$ cat config.mk
export PLATFORM = sky130hd
export DESIGN_NAME = i2c_slave_block
export DESIGN_NICKNAME = d
export VERILOG_FILES = /design/src/rtl/i2c_slave_block.sv
export SDC_FILE = /design/constraint.sdc
export NUM_CORES = 1
export LEC_CHECK = 0
export BUFFER_PORTS_ARGS = -buffer_cell sky130_fd_sc_hd__buf_2
export CAP_MARGIN = 20
export CORE_MARGIN = 5
export CORE_UTILIZATION = 59
export CTS_CLUSTER_SIZE = 8
export DETAILED_ROUTE_END_ITERATION = 8
export PLACE_DENSITY = 0.89
export RECOVER_POWER = 100
export SLEW_MARGIN = 30
export SYNTH_ARGS = -nofsm -noshare
export SYNTH_HDL_FRONTEND = slang
export SYNTH_SLANG_ARGS = --single-unit
$ cat constraint.sdc
create_clock -name i2c_core_clock_i -period 5.3 [get_ports i2c_core_clock_i]
set_clock_uncertainty 0.2 [all_clocks]
set_input_delay 0.265 -clock i2c_core_clock_i [delete_from_list [all_inputs] [get_ports i2c_core_clock_i]]
set_output_delay 0.265 -clock i2c_core_clock_i [all_outputs]
set_load 0.02 [all_outputs]
$ cat src/rtl/i2c_slave_block.sv
// rtl/i2c_slave_block.sv - I2C target engine: START/STOP detect, 7-bit address match, write strobe, stretched read handshake
module i2c_slave_block #(
    parameter logic [6:0] SLAVE_ADDR = 7'h3C
) (
    input  logic       i2c_core_clock_i,
    input  logic       reset_i,
    input  logic       scl_i,
    input  logic       sda_i,
    output logic       scl_oe_o,
    output logic       sda_oe_o,
    output logic [7:0] rx_data_o,
    output logic       rx_valid_o,
    input  logic       rx_full_i,
    input  logic [7:0] tx_data_i,
    input  logic       tx_valid_i,
    output logic       tx_ready_o,
    output logic       start_o,
    output logic       stop_o,
    output logic       rw_o,
    output logic       nack_o,
    output logic       busy_o
);

    typedef enum logic [2:0] {
        IDLE, ADDR, ADDR_ACK, WR_DATA, WR_ACK, RD_LOAD, RD_DATA, RD_ACK
    } state_t;

    state_t     state, state_n;
    logic [2:0] bit_cnt, bit_cnt_n;
    logic [7:0] shift, shift_n;
    logic       byte_done, byte_done_n;
    logic       sda_oe_n, scl_oe_n, rw_n;
    logic [7:0] rx_data_n;
    logic       rx_valid_n, tx_ready_n, start_n, stop_n, nack_n;

    logic scl_meta, scl_sync, scl_hist;
    logic sda_meta, sda_sync, sda_hist;

    // Synchronizers are left unreset so a reset never fabricates a bus edge.
    always_ff @(posedge i2c_core_clock_i) begin
        scl_meta <= scl_i;
        scl_sync <= scl_meta;
        scl_hist <= scl_sync;
        sda_meta <= sda_i;
        sda_sync <= sda_meta;
        sda_hist <= sda_sync;
    end

    logic scl_rise, scl_fall, start_det, stop_det;
    assign scl_rise  = scl_sync & ~scl_hist;
    assign scl_fall  = ~scl_sync & scl_hist;
    // SCL must be high in both samples so an SDA change coincident with an SCL edge is not a condition.
    assign start_det = scl_sync & scl_hist & sda_hist & ~sda_sync;
    assign stop_det  = scl_sync & scl_hist & ~sda_hist & sda_sync;

    assign busy_o = (state != IDLE);

    always_comb begin
        state_n     = state;
        bit_cnt_n   = bit_cnt;
        shift_n     = shift;
        byte_done_n = byte_done;
        sda_oe_n    = sda_oe_o;
        scl_oe_n    = scl_oe_o;
        rx_data_n   = rx_data_o;
        rw_n        = rw_o;
        rx_valid_n  = 1'b0;
        tx_ready_n  = 1'b0;
        start_n     = 1'b0;
        stop_n      = 1'b0;
        nack_n      = 1'b0;
        if (start_det) begin
            state_n     = ADDR;
            bit_cnt_n   = 3'd0;
            byte_done_n = 1'b0;
            sda_oe_n    = 1'b0;
            scl_oe_n    = 1'b0;
            start_n     = 1'b1;
        end else if (stop_det) begin
            state_n     = IDLE;
            byte_done_n = 1'b0;
            sda_oe_n    = 1'b0;
            scl_oe_n    = 1'b0;
            stop_n      = 1'b1;
        end else begin
            case (state)
                IDLE: ;
                ADDR, WR_DATA: begin
                    if (scl_rise) begin
                        shift_n   = {shift[6:0], sda_sync};
                        bit_cnt_n = bit_cnt + 3'd1;
                        if (bit_cnt == 3'd7) byte_done_n = 1'b1;
                    end else if (scl_fall && byte_done) begin
                        byte_done_n = 1'b0;
                        if (state == ADDR) begin
                            if (shift[7:1] == SLAVE_ADDR) begin
                                rw_n     = shift[0];
                                sda_oe_n = 1'b1;
                                state_n  = ADDR_ACK;
                            end else begin
                                state_n = IDLE;
                            end
                        end else if (!rx_full_i) begin
                            rx_data_n  = shift;
                            rx_valid_n = 1'b1;
                            sda_oe_n   = 1'b1;
                            state_n    = WR_ACK;
                        end else begin
                            state_n = IDLE;
                        end
                    end
                end
                ADDR_ACK: begin
                    if (scl_fall) begin
                        sda_oe_n  = 1'b0;
                        bit_cnt_n = 3'd0;
                        state_n   = rw_o ? RD_LOAD : WR_DATA;
                    end
                end
                WR_ACK: begin
                    if (scl_fall) begin
                        sda_oe_n  = 1'b0;
                        bit_cnt_n = 3'd0;
                        state_n   = WR_DATA;
                    end
                end
                RD_LOAD: begin
                    // SCL is low here, so stretching or driving the first bit cannot glitch the bus.
                    if (tx_valid_i) begin
                        shift_n    = tx_data_i;
                        tx_ready_n = 1'b1;
                        sda_oe_n   = ~tx_data_i[7];
                        scl_oe_n   = 1'b0;
                        bit_cnt_n  = 3'd0;
                        state_n    = RD_DATA;
                    end else begin
                        scl_oe_n = 1'b1;
                    end
                end
                RD_DATA: begin
                    if (scl_fall) begin
                        if (bit_cnt == 3'd7) begin
                            sda_oe_n  = 1'b0;
                            bit_cnt_n = 3'd0;
                            state_n   = RD_ACK;
                        end else begin
                            shift_n   = {shift[6:0], 1'b0};
                            sda_oe_n  = ~shift[6];
                            bit_cnt_n = bit_cnt + 3'd1;
                        end
                    end
                end
                RD_ACK: begin
                    if (scl_rise && sda_sync) begin
                        nack_n  = 1'b1;
                        state_n = IDLE;
                    end else if (scl_fall) begin
                        state_n = RD_LOAD;
                    end
                end
                default: state_n = IDLE;
            endcase
        end
    end

    always_ff @(posedge i2c_core_clock_i) begin
        if (reset_i) begin
            state      <= IDLE;
            bit_cnt    <= 3'd0;
            shift      <= 8'h00;
            byte_done  <= 1'b0;
            sda_oe_o   <= 1'b0;
            scl_oe_o   <= 1'b0;
            rx_data_o  <= 8'h00;
            rw_o       <= 1'b0;
            rx_valid_o <= 1'b0;
            tx_ready_o <= 1'b0;
            start_o    <= 1'b0;
            stop_o     <= 1'b0;
            nack_o     <= 1'b0;
        end else begin
            state      <= state_n;
            bit_cnt    <= bit_cnt_n;
            shift      <= shift_n;
            byte_done  <= byte_done_n;
            sda_oe_o   <= sda_oe_n;
            scl_oe_o   <= scl_oe_n;
            rx_data_o  <= rx_data_n;
            rw_o       <= rw_n;
            rx_valid_o <= rx_valid_n;
            tx_ready_o <= tx_ready_n;
            start_o    <= start_n;
            stop_o     <= stop_n;
            nack_o     <= nack_n;
        end
    end

endmodule

==> results.toml, run 1 <==
[power_and_ir_drop]
pwr-share-seq = 0.585
internal_power_uw = 374
power_frac_comb = 0.164
vdd_ir_drop_max_mv = 0.205
leakage_nw = 0.780
pwr-share-clk = 0.251
p_per_area_mw_per_mm2 = 258
netSwitchingFraction = 0.286
p_switching_uw = 150

[cells_and_area]
seq_area_um2 = 741
nets = 259
syn2layout_area_growth_pct = 10.3
multiInputGateArea_um2 = 955
nFillCells = 289
fin_area_mm2 = 0.00203
antenna_cells = 0
drive_above_1_share = 0.116
utilization = 0.669
fin_cells = 286

[timing]
fin_crit_sh = 0.614
hold_violations = 0
worst_pin_slew_ps = 1700
tns_ps = 0
finalMaxSlewViolations = 17
max_slew_margin = -0.138
setup_viol = 0
max_clock_freq_ghz = 0.308
grt_setup_unrepaired = "no"
finalCriticalPeriod_ps = 3250

[synth]
synth_nets = 226
synth_edf_count = 0
synth-seq-cells = 37
ys_warn_count = 0
syn_inst = 210
synthFlopType = "dfxtp_1"
avgSynthCellArea_um2 = 8.75
ys_seq_area_frac = 0.403
syn-cell-area_mm2 = 0.00184
async_reset_ff_frac = 0
yosysUniqueCellTypes = 49

[critical_path]
critPathKind = "flip-flop to flip-flop"
path_max_fanout = 16
cpPeakStageDelay_ps = 1350
crit_family = "compound AO/OA/AOI/OAI gates"
cp_cell_sequence = "ha_1 -> ha_1 -> and4bb_2 -> o21ai_0 -> a211oi_1 -> nor2_1 -> a311oi_2"
path_buf_inv = 0
crit_start = "bit_cnt[0]"
crit_slowest_cell = "a211oi_1"
r2r-start = "bit_cnt[0]"
critPathArrivalTime_ps = 3310
cp.required_ps = 5360
critPathMostFrequentCell = "ha_1"
cp-end-kind = "flip-flop"
start_kind = "flip-flop"

[floorplan]
die_w_um = 65.8
die_h_um = 65.8
rows = 20
die_area_mm2 = 0.00433
ios = 31
start_util = 0.607
coreArea_mm2 = 0.00303

[global_route]
grtUsageMet1 = 0.260
grt.total_usage = 0.199
busiest_layer = "met2"
grt_max_degree = 26
antenna_found_initial = 0
use_met3 = 0.0408
grt_pass1_vias = 1449
use_met2 = 0.309
grt_pass1_wl_um = 6580
grt_remaining_overflow = 0

[clock_tree]
path_clk_slew_ps = 100
clock-sinks = 37
cts_buffers = 5
post_cts_resized = 0
clockRootBuffer = "clkbuf_4"
clock_path_buffers = 2
cts_tree = "done"
clk-insertion-delay-late_ps = 340
htreeDepth = 2

[place]
dpl_cell_area_mm2 = 0.00194
gp_congestion = 0.889
dp_hpwl_um = 2800
io_buffers = 30
place_inst = 271

[detailed_routing]
wl_per_cell_um = 14.3
routed_via_density = 5.63
ant_nets = 0
drc = 0
routed_wl_um = 4090
drt_iter0_drc = 73
num_vias = 1609
first_pass_iters = 5

[run_status]
violations = "max-capacitance violations, max-slew violations"
run_status = "finished with violations"

[hold_path]
hold_start = "tx_data_i[1]"
holdCritPathClass = "input port to flip-flop"

[flow_run]
maxCapViolations = 1
==> worst paths after layout <==
kind	slack, ps	endpoint	cells past startpoint
setup / recovery	2050	shift[1]	7
hold / removal	10	shift[1]	3
setup reg to reg	2050	shift[1]	7
hold reg to reg	140	scl_sync	0
==> synth_stat cells, drive strengths merged, types with 3 or more instances <==
cell	instances	area share
clkbuf	5	0.010
o21ai	12	0.035
nand3b	3	0.012
nand2b	5	0.017
mux2i	10	0.054
nand3	3	0.0082
dfxtp	37	0.40
a21oi	16	0.044
a311oi	7	0.037
nor3b	3	0.012
and3	3	0.010
nor2b	3	0.010
nand2	24	0.049
buf	7	0.041
nand4b	3	0.014
inv	3	0.0061
nor2	30	0.061
==> layout make-up <==
type | instances | area share
well taps | 44 | 0.0272
inverters | 4 | 0.00741
clock buffers | 5 | 0.0185
flip-flops and latches | 37 | 0.365
clock inverters | 1 | 0.00247
repair buffers | 39 | 0.108
multi-input cells | 156 | 0.471
==> metal layers <==
layer,share of wire,vias to the layer above,wire [um]
met2,0.45,51,1860
met5,0,-,0
met1,0.47,738,1930
met3,0.061,6,249
li1,-,814,-
met4,0.012,0,49
==> stage by stage <==
| step | total power, mW | hold WS (ps) | worst slack [ps] |
|---|---|---|---|
| 2_1_floorplan | 0.379 | 92.7 | 3190 |
| 3_3_place_gp | 0.392 | 112 | 2930 |
| 3_5_place_dp | 0.394 | 121 | 2890 |
| 4_1_cts | 0.527 | 1.23 | 2860 |
| 5_1_grt | 0.548 | 4.38 | 1770 |
| 6_report | 0.523 | 10.8 | 2050 |
==> state kept, by name, summed over array words and instances (netlist names), 3 cells and up <==
signal and cells:
bit_cnt 3, rx_data_o 8, shift 8, state 3
==> logic make-up after synthesis <==
logic type,count (synthesis),synth area share
AOI/OAI and AO/OA,52,0.202
adders and majority gates,2,0.0136
buffers and inverters,17,0.0653
DFF,37,0.403
muxes,11,0.0606
and+or+nand+nor,91,0.256
==> placed cells by master, fill, tap and decap left out, types with 5 or more instances in the layout <==
master         netlist  final
dfxtp_1             37     37
nor2_1              30     30
nand2_1             24     24
clkbuf_1             5     17
a21oi_1             16     16
buf_2                0     13
o21ai_0             11     12
mux2i_1             10     10
dlygate4sd3_1        0      9
a311oi_1             6      6
nand2b_1             5      5
clkbuf_4             0      5
==> what timing repair did <==
item	4_1_cts	5_1_grt
hold endpoints to repair	9	0
endpoints found under the setup margin	0	0
buffers inserted	0	0
hold buffers	9	0
==> worst reg2reg max path, cell delays in order (launching register included) <==
cell	delay [ps]
dfxtp_1	340
ha_1	200
ha_1	250
and4bb_2	310
o21ai_0	90
a211oi_1	1350
nor2_1	140
a311oi_2	290
==> power by group through the flow <==
stage	sequential [mW]	combinational [mW]	clock, mW
after detailed placement	0.312	0.0813	0
after global placement	0.312	0.0805	0
final	0.306	0.0858	0.131
after CTS	0.306	0.0873	0.134
after floorplan	0.302	0.0768	0
after global routing	0.308	0.0945	0.146
Power figures use the tool's default switching activity.
==> inputs of run 2 (changes only) <==
--- a/config.mk
+++ b/config.mk
@@ -8,10 +8,10 @@
 export BUFFER_PORTS_ARGS = -buffer_cell sky130_fd_sc_hd__buf_2
 export CAP_MARGIN = 20
 export CORE_MARGIN = 5
-export CORE_UTILIZATION = 59
+export CORE_UTILIZATION = 50
 export CTS_CLUSTER_SIZE = 8
 export DETAILED_ROUTE_END_ITERATION = 8
-export PLACE_DENSITY = 0.89
+export PLACE_DENSITY = 0.81
 export RECOVER_POWER = 100
 export SLEW_MARGIN = 30
 export SYNTH_ARGS = -nofsm -noshare
==> constraint.sdc (replaced) <==
create_clock -name i2c_core_clock_i -period 2.85 [get_ports i2c_core_clock_i]
set_clock_uncertainty 0.2 [all_clocks]
set_input_delay 0.1425 -clock i2c_core_clock_i [delete_from_list [all_inputs] [get_ports i2c_core_clock_i]]
set_output_delay 0.1425 -clock i2c_core_clock_i [all_outputs]
set_load 0.02 [all_outputs]
==> results.toml, run 2 (synthesized netlist as in run 1, its figures left out) <==
[timing]
fin_crit_sh = 0.874
fin_ws_ps = 359
hold_violations = 0
grt_setup_unrepaired = "no"
finalMaxSlewViolations = 0
finalCriticalPeriod_ps = 2490
max_slew_margin = 0.566
setup_viol = 0
tns_ps = 0
max_clock_freq_ghz = 0.401
worst_pin_slew_ps = 648

[detailed_routing]
routed_wl_um = 4160
drt_iter0_drc = 98
routed_via_density = 5.50
num_vias = 1627
ant_nets = 0
first_pass_iters = 4
wl_per_cell_um = 14.1
drc = 0

[critical_path]
cp-end-kind = "flip-flop"
critPathMostFrequentCell = "ha_1"
path_buf_inv = 0
cp.required_ps = 2840
start_kind = "flip-flop"
path_max_fanout = 16
critPathKind = "flip-flop to flip-flop"
cpPeakStageDelay_ps = 610
crit_start = "bit_cnt[0]"
crit_family = "compound AO/OA/AOI/OAI gates"
cp_cell_sequence = "ha_1 -> ha_1 -> and4bb_2 -> o21ai_0 -> a211oi_4 -> nor2_1 -> a311oi_1"
crit_slowest_cell = "a211oi_4"
critPathArrivalTime_ps = 2480
r2r-start = "bit_cnt[0]"

[clock_tree]
cts_buffers = 5
htreeDepth = 2
clk-insertion-delay-late_ps = 290
clockRootBuffer = "clkbuf_8"
clock_path_buffers = 2
path_clk_slew_ps = 70
post_cts_resized = 0
cts_tree = "done"
clock-sinks = 37

[cells_and_area]
fin_area_mm2 = 0.00212
fin_cells = 296
final_cell_mix = "dfxtp_1 (37), nor2_1 (30), nand2_1 (24)"
nets = 263
antenna_cells = 0
syn2layout_area_growth_pct = 15.6
layout_commonest_cell = "dfxtp_1"
utilization = 0.589
top_regs = "rx_data_o (8), shift (8)"
drive_above_1_share = 0.133

[floorplan]
die_w_um = 70.6
rows = 22
die_h_um = 70.6
ios = 31
coreArea_mm2 = 0.00361
die_area_mm2 = 0.00499
start_util = 0.510

[hold_path]
hold_start = "reset_i"
holdCritPathClass = "input port to flip-flop"

[place]
dp_slack_ps = 431
place_inst = 278
gp_congestion = 0.857
dpl_cell_area_mm2 = 0.00197
dp_hpwl_um = 2910
io_buffers = 30

[global_route]
grt_pass1_vias = 1512
grt_max_degree = 26
grt_pass1_wl_um = 6950
grt_remaining_overflow = 0
antenna_found_initial = 0
grt.total_usage = 0.171

[power_and_ir_drop]
p_per_area_mw_per_mm2 = 526
vdd_ir_drop_max_mv = 0.422
leakage_nw = 0.822

[flow_run]
maxCapViolations = 0

[run_status]
run_status = "finished, final reports clean"
run 2: per-layer routing:
metal | up-vias | global-route usage | share of wire
met5 | - | 0 | 0
met4 | 0 | 0.0605 | 0.019
met3 | 8 | 0.0412 | 0.072
met2 | 61 | 0.267 | 0.45
met1 | 737 | 0.230 | 0.46
li1 | 821 | - | -
run 2: path summary, 6_finish.rpt:
path	slack, ps	to	depth (start not counted)
worst min register to register	130	sda_sync	0
worst max register to register	360	shift[6]	7
worst min-delay path	80	rx_data_o[5]	2
worst max-delay path	360	shift[6]	7
run 2: cell type report:
class                           instances  area (um2)
Clock buffer                            6        82.6
Fill cell                             339        1480
Inverter                                4        15.0
Tap cell                               48        60.1
Clock inverter                          2        13.8
Sequential cell                        37         741
Multi-Input combinational cell        156         967
Timing Repair Buffer                   43         245
run 2: metrics by stage:
stage | power, mW | hold slack, ps
3_3_place_gp | 0.737 | 46.0
4_1_cts | 1.13 | 79.4
3_5_place_dp | 0.740 | 47.3
5_1_grt | 1.17 | 108
6_report | 1.12 | 84.2
2_1_floorplan | 0.704 | -29.8
run 2: power breakdown:
group | internal (mW) | switching [mW]
Clock | 0.196 | 0.183
Combinational | 0.0800 | 0.0937
Sequential | 0.535 | 0.0304
Total | 0.811 | 0.307
run 2: worst register-to-register path, stage by stage, from the launching register on:
cell and delay, ps:
dfxtp_1 320, ha_1 200, ha_1 230, and4bb_2 300, o21ai_0 160, a211oi_4 610, nor2_1 100, a311oi_1 290
run 2: repair_timing:
action | CTS | global route
hold endpoints to repair | 11 | 0
hold buffers | 10 | 0
setup buffers | 0 | 0
